==> src/rtl/frame_write_scheduler.sv <==
// Per-frame write scheduler: clear sweep, then pixel stream, then hold frame_done until acked.
// Writes are registered one cycle after issue; pix_ready is high only in DRAW, one pixel per cycle.
module frame_write_scheduler #(
  parameter int                    BUFFER_WIDTH  = 160,
  parameter int                    BUFFER_HEIGHT = 120,
  parameter int                    DATA_WIDTH    = 12,
  parameter int                    ADDR_WIDTH    = 15,
  parameter logic [DATA_WIDTH-1:0] CLEAR_COLOR   = '0
) (
  input  logic                  clk_system,
  input  logic                  rstn_system,
  input  logic                  draw_start,
  input  logic                  draw_ack,
  input  logic                  pix_valid,
  output logic                  pix_ready,
  input  logic [7:0]            pix_x,
  input  logic [7:0]            pix_y,
  input  logic [DATA_WIDTH-1:0] pix_color,
  input  logic                  pix_last,
  output logic                  write_en,
  output logic [ADDR_WIDTH-1:0] write_addr,
  output logic [DATA_WIDTH-1:0] write_data,
  output logic                  frame_done,
  output logic                  busy,
  output logic [15:0]           frame_count,
  output logic [15:0]           drop_count
);

  localparam int PIXELS = BUFFER_WIDTH * BUFFER_HEIGHT;
  localparam int CNT_W  = ADDR_WIDTH + 1;

  typedef enum logic [1:0] {S_IDLE, S_CLEAR, S_DRAW, S_DONE} state_t;

  state_t                  state_q;
  logic [CNT_W-1:0]        clr_cnt_q;
  logic                    write_en_q;
  logic [ADDR_WIDTH-1:0]   write_addr_q;
  logic [DATA_WIDTH-1:0]   write_data_q;
  logic                    frame_done_q;
  logic [15:0]             frame_count_q;
  logic [15:0]             drop_count_q;

  logic                    pix_accept;
  logic                    pix_in_bounds;
  logic [ADDR_WIDTH-1:0]   pix_addr_d;

  assign pix_ready     = (state_q == S_DRAW);
  assign busy          = (state_q == S_CLEAR) || (state_q == S_DRAW);
  assign pix_accept    = pix_valid & pix_ready;
  assign pix_in_bounds = (32'(pix_x) < BUFFER_WIDTH) && (32'(pix_y) < BUFFER_HEIGHT);
  assign pix_addr_d    = ADDR_WIDTH'(pix_y) * ADDR_WIDTH'(BUFFER_WIDTH) + ADDR_WIDTH'(pix_x);

  // Address 0 is written on the edge that sees draw_start, so the counter starts at 1.
  always_ff @(posedge clk_system or negedge rstn_system) begin
    if (!rstn_system) begin
      state_q       <= S_IDLE;
      clr_cnt_q     <= '0;
      write_en_q    <= 1'b0;
      write_addr_q  <= '0;
      write_data_q  <= '0;
      frame_done_q  <= 1'b0;
      frame_count_q <= '0;
      drop_count_q  <= '0;
    end else begin
      write_en_q <= 1'b0;
      unique case (state_q)
        S_IDLE: begin
          if (draw_start) begin
            state_q      <= S_CLEAR;
            write_en_q   <= 1'b1;
            write_addr_q <= '0;
            write_data_q <= CLEAR_COLOR;
            clr_cnt_q    <= CNT_W'(1);
          end
        end
        S_CLEAR: begin
          if (clr_cnt_q == CNT_W'(PIXELS)) begin
            state_q   <= S_DRAW;
            clr_cnt_q <= '0;
          end else begin
            write_en_q   <= 1'b1;
            write_addr_q <= clr_cnt_q[ADDR_WIDTH-1:0];
            write_data_q <= CLEAR_COLOR;
            clr_cnt_q    <= clr_cnt_q + CNT_W'(1);
          end
        end
        S_DRAW: begin
          if (pix_accept) begin
            if (pix_in_bounds) begin
              write_en_q   <= 1'b1;
              write_addr_q <= pix_addr_d;
              write_data_q <= pix_color;
            end else if (drop_count_q != 16'hFFFF) begin
              drop_count_q <= drop_count_q + 16'd1;
            end
            if (pix_last) begin
              state_q      <= S_DONE;
              frame_done_q <= 1'b1;
            end
          end
        end
        S_DONE: begin
          if (draw_ack) begin
            frame_done_q  <= 1'b0;
            frame_count_q <= frame_count_q + 16'd1;
            if (draw_start) begin
              state_q      <= S_CLEAR;
              write_en_q   <= 1'b1;
              write_addr_q <= '0;
              write_data_q <= CLEAR_COLOR;
              clr_cnt_q    <= CNT_W'(1);
            end else begin
              state_q <= S_IDLE;
            end
          end
        end
        default: state_q <= S_IDLE;
      endcase
    end
  end

  assign write_en    = write_en_q;
  assign write_addr  = write_addr_q;
  assign write_data  = write_data_q;
  assign frame_done  = frame_done_q;
  assign frame_count = frame_count_q;
  assign drop_count  = drop_count_q;

endmodule

==> config.mk <==
export PLATFORM = sky130hd
export DESIGN_NAME = frame_write_scheduler
export DESIGN_NICKNAME = d
export VERILOG_FILES = /design/src/rtl/frame_write_scheduler.sv
export SDC_FILE = /design/constraint.sdc
export NUM_CORES = 1
export LEC_CHECK = 0
export CORE_MARGIN = 8
export CORE_UTILIZATION = 51
export DETAILED_ROUTE_END_ITERATION = 10
export PLACE_DENSITY = 0.81
export SLEW_MARGIN = 20
export SYNTH_ARGS = -nofsm -noshare
export SYNTH_HDL_FRONTEND = slang
export SYNTH_SLANG_ARGS = --single-unit
==> constraint.sdc <==
create_clock -name clk_system -period 2.88 [get_ports clk_system]
set_clock_uncertainty 0.05 [all_clocks]
set_input_delay 0.576 -clock clk_system [delete_from_list [all_inputs] [get_ports clk_system]]
set_output_delay 0.576 -clock clk_system [all_outputs]
set_load 0.03 [all_outputs]
==> flow_summary.yaml <==
sta:
  max-slew-margin-rel: 0.525
  tns_ns: 0
  setup-violations-final: 0
  fmax_ghz: 0.357
  timing_worst_slew_pin_value_ns: 0.713
  whs_ns: 0.165
  share_of_the_cycle_needed_by_the_critical_path_after_routing: 0.972
  final-hold-violation-count: 0
  maxSlewViolCount: 0
  layout_min_cycle_time_ns: 2.80
routing:
  detail_route.drc_violations: 0
  routed_wl_mm: 11.8
  via_per_inst: 5.68
  drt_iter0_drc: 226
  routed-via-count: 3787
  detail_route.wl_per_cell_um: 17.7
  firstDrtPassIters: 4
  ant_nets: 0
critical_path:
  cp.required_ns: 3.09
  critical_path.reg2reg.endpoint: "write_addr[12]"
  arrival_ns: 3.01
  maximum_fanout_count_along_the_critical_path: 4
  cpMaxStageDelayCell: "clkdlybuf4s50_1"
  path_class: "input port to register"
  buffer_and_inverter_count_on_the_worst_path: 3
  path_cells: "clkdlybuf4s50_1 -> buf_4 -> ha_1 -> ha_1 -> buf_4 -> nor3b_1 -> o21a_1 -> nor3_1 -> a311oi_2 -> a221oi_2 -> o31ai_1"
  worst-r2r-cell-count: 8
  worstSetupEndpointType: "register"
  regToRegSetupSlack_ns: 0.35
  largest_stage_delay_worst_path_ns: 0.45
  launching_element_type_of_the_critical_path: "input port"
  regToRegStartpoint: "state_q[0]"
  critical-path-top-delay-family: "compound AO/OA/AOI/OAI gates"
pwr:
  p_per_area_nw_per_um2: 479
  ir_drop_mv: 0.456
  leakagePower_nw: 2.53
grt:
  grt_pass1_vias: 3898
  grt_antenna_before_repair: 1
  grt_pass1_wl_mm: 18.9
  global_route.usage.met2: 0.332
  gr-total-overflow: 0
  busiest_layer: "met2"
  grt_usage: 0.199
  grt.met1_usage: 0.247
  met3_usage: 0.0464
  grt_max_degree: 80
placement:
  place.detailed.hpwl_mm: 8.61
  number_of_i_o_port_buffers: 96
  place_congestion: 0.889
run_status:
  run_status: "completed"
yosys:
  synth_commonest_cells: "dfrtp_1 (79), nand2_1 (71), o21ai_0 (32)"
  synth_largest_type_area_fraction: 0.452
  netlist_instances: 443
  synth_edf_count: 0
  synth_top_cell_by_area: "dfrtp_1"
  synth.distinct_cells: 60
  synth_fp_nets: 503
  yosysMostFrequentCell: "dfrtp_1"
  synth.yosys.seq_area_share: 0.452
  syn_avg_cell_area_um2: 9.87
  dominantRegCellSynth: "dfrtp_1"
  yosys_warnings: 0
  synth-seq-cells: 79
  syn_area_um2: 4370
  synth-async-reset-ratio: 1.00
  synth_top_cells_by_area: "dfrtp_1 (45%), ha_1 (6.9%), xnor2_1 (6.2%)"
worst_hold_path:
  timing.hold.worst.class: "input port to asynchronous set/reset pin"
layout:
  nNetsFinal: 616
  final_layout_size_suffix_gt1_frac: 0.118
  area_delta_synth_final_pct: 34.1
  nFillCells: 611
clocking:
  htree_num_levels: 3
  inserted_clock_buffers: 9
  ctsHoldBuffers: 0
  max-clock-path-buffers: 2
  worst_setup_hold_path_clk_slew_ns: 0.09
  cts-root-buf: "clkbuf_8"
  insertion_delay_ns: 0.36
  clock_tree_from_tritoncts: "built"
  clock-sinks: 79
die:
  coreArea_um2: 8260
  floorplan.initialDensity: 0.530
  pin_count: 97
  die_height_um: 109
  die-width_um: 109
  fp.dieArea_um2: 11800
  std_cell_rows: 33
job:
  maxCapViolations: 0
## routing by layer
metal,up-vias,part of all wire
li1,1814,-
met1,1820,0.42
met2,133,0.49
met3,20,0.073
met4,0,0.025
met5,-,0
## state kept, by name, indices dropped and copies added, names as in the netlist
signal and flops:
frame_done 1, write_addr 15, state_q 2, drop_count 16, write_en 1, frame_count 16
write_data 12, clr_cnt_q 16
## how the worst max path moves through the flow
stage          slack [ns]  cells past startpoint      from        endpoint
5_1_grt             -0.02                     11  pix_y[4]  write_addr[13]
3_5_place_dp        -0.56                     10  pix_y[3]  write_addr[13]
2_1_floorplan        0.14                      9  pix_y[1]  write_addr[13]
6_report             0.08                     11  pix_y[4]  write_addr[13]
3_3_place_gp        -0.38                     10  pix_y[1]  write_addr[13]
4_1_cts              0.04                     10  pix_y[3]  write_addr[13]
## report_power, final
part | total [W] | switching, W | leakage (nW) | internal (W)
Clock | 0.000878 | 0.000423 | 0.107 | 0.000455
Sequential | 0.00128 | 0.0000944 | 1.07 | 0.00119
Combinational | 0.000648 | 0.000352 | 1.36 | 0.000296
## worst reg2reg max path: cells and delay by family (launching register included)
kind | cells | cell delay (ns)
buffers and inverters | 3 | 0.98
AND/OR/NAND/NOR | 3 | 0.34
AO/OA/AOI/OAI | 1 | 0.20
flip-flops | 1 | 0.42
adder cells (fa/ha/maj) | 1 | 0.45
## area by class of cell
| type | count | area (um2) | share of cell area |
|---|---|---|---|
| timing repair buffer | 118 | 1130 | 0.193 |
| inverter | 10 | 37.5 | 0.00640 |
| antenna | 1 | 2.50 | 0.000427 |
| clock buffer | 11 | 151 | 0.0258 |
| sequential | 79 | 1980 | 0.337 |
| clock inverter | 5 | 63.8 | 0.0109 |
| tap | 105 | 131 | 0.0224 |
| multi-input combinational | 338 | 2370 | 0.404 |
## stage by stage
step	utilization	total power [W]	setup WS, ns	cells	instance area (um2)
4_1_cts	0.701	0.00280	0.0369	666	5790
5_1_grt	0.710	0.00293	-0.0217	667	5860
6_report	0.710	0.00281	0.0793	667	5860
3_3_place_gp	0.672	0.00189	-0.378	650	5550
2_1_floorplan	-	0.00163	0.137	443	4370
3_5_place_dp	0.672	0.00192	-0.558	650	5550
## cells by family after synthesis
| logic type | share of synthesized area |
|---|---|
| buffers and inverters | 0.0269 |
| AO/OA/AOI/OAI | 0.145 |
| flip-flops | 0.452 |
| XOR/XNOR | 0.0881 |
| adder cells (fa/ha/maj) | 0.0778 |
| AND/OR/NAND/NOR | 0.200 |
| multiplexers | 0.00973 |
## what timing repair did
item / in CTS / in global routing
hold endpoints to repair: 0 / 0
resized for setup: 6 / 14
setup endpoints to repair: 3 / 4
buffers inserted: 0 / 0
pin swaps: 2 / 9
## layout by cell type (no fill, tap or decap), types with 3 or more instances in the layout
| cell type | instances |
|---|---|
| nand3_1 | 15 |
| xnor2_1 | 31 |
| o21ai_0 | 31 |
| nor3_1 | 5 |
| nand2b_1 | 3 |
| nand2_1 | 71 |
| nand4_1 | 15 |
| dfrtp_1 | 79 |
| clkdlybuf4s50_1 | 91 |
| xor2_1 | 12 |
| a22oi_1 | 10 |
| and3_1 | 10 |
| nor2b_1 | 3 |
| o31ai_1 | 13 |
| nor2_1 | 25 |
| clkbuf_8 | 11 |
| or3_1 | 3 |
| and4_1 | 3 |
| ha_1 | 21 |
| buf_4 | 23 |
| a21oi_1 | 10 |
| dlymetal6s2s_1 | 3 |
| inv_1 | 10 |
Note: power is estimated with default switching activity, not from simulation.
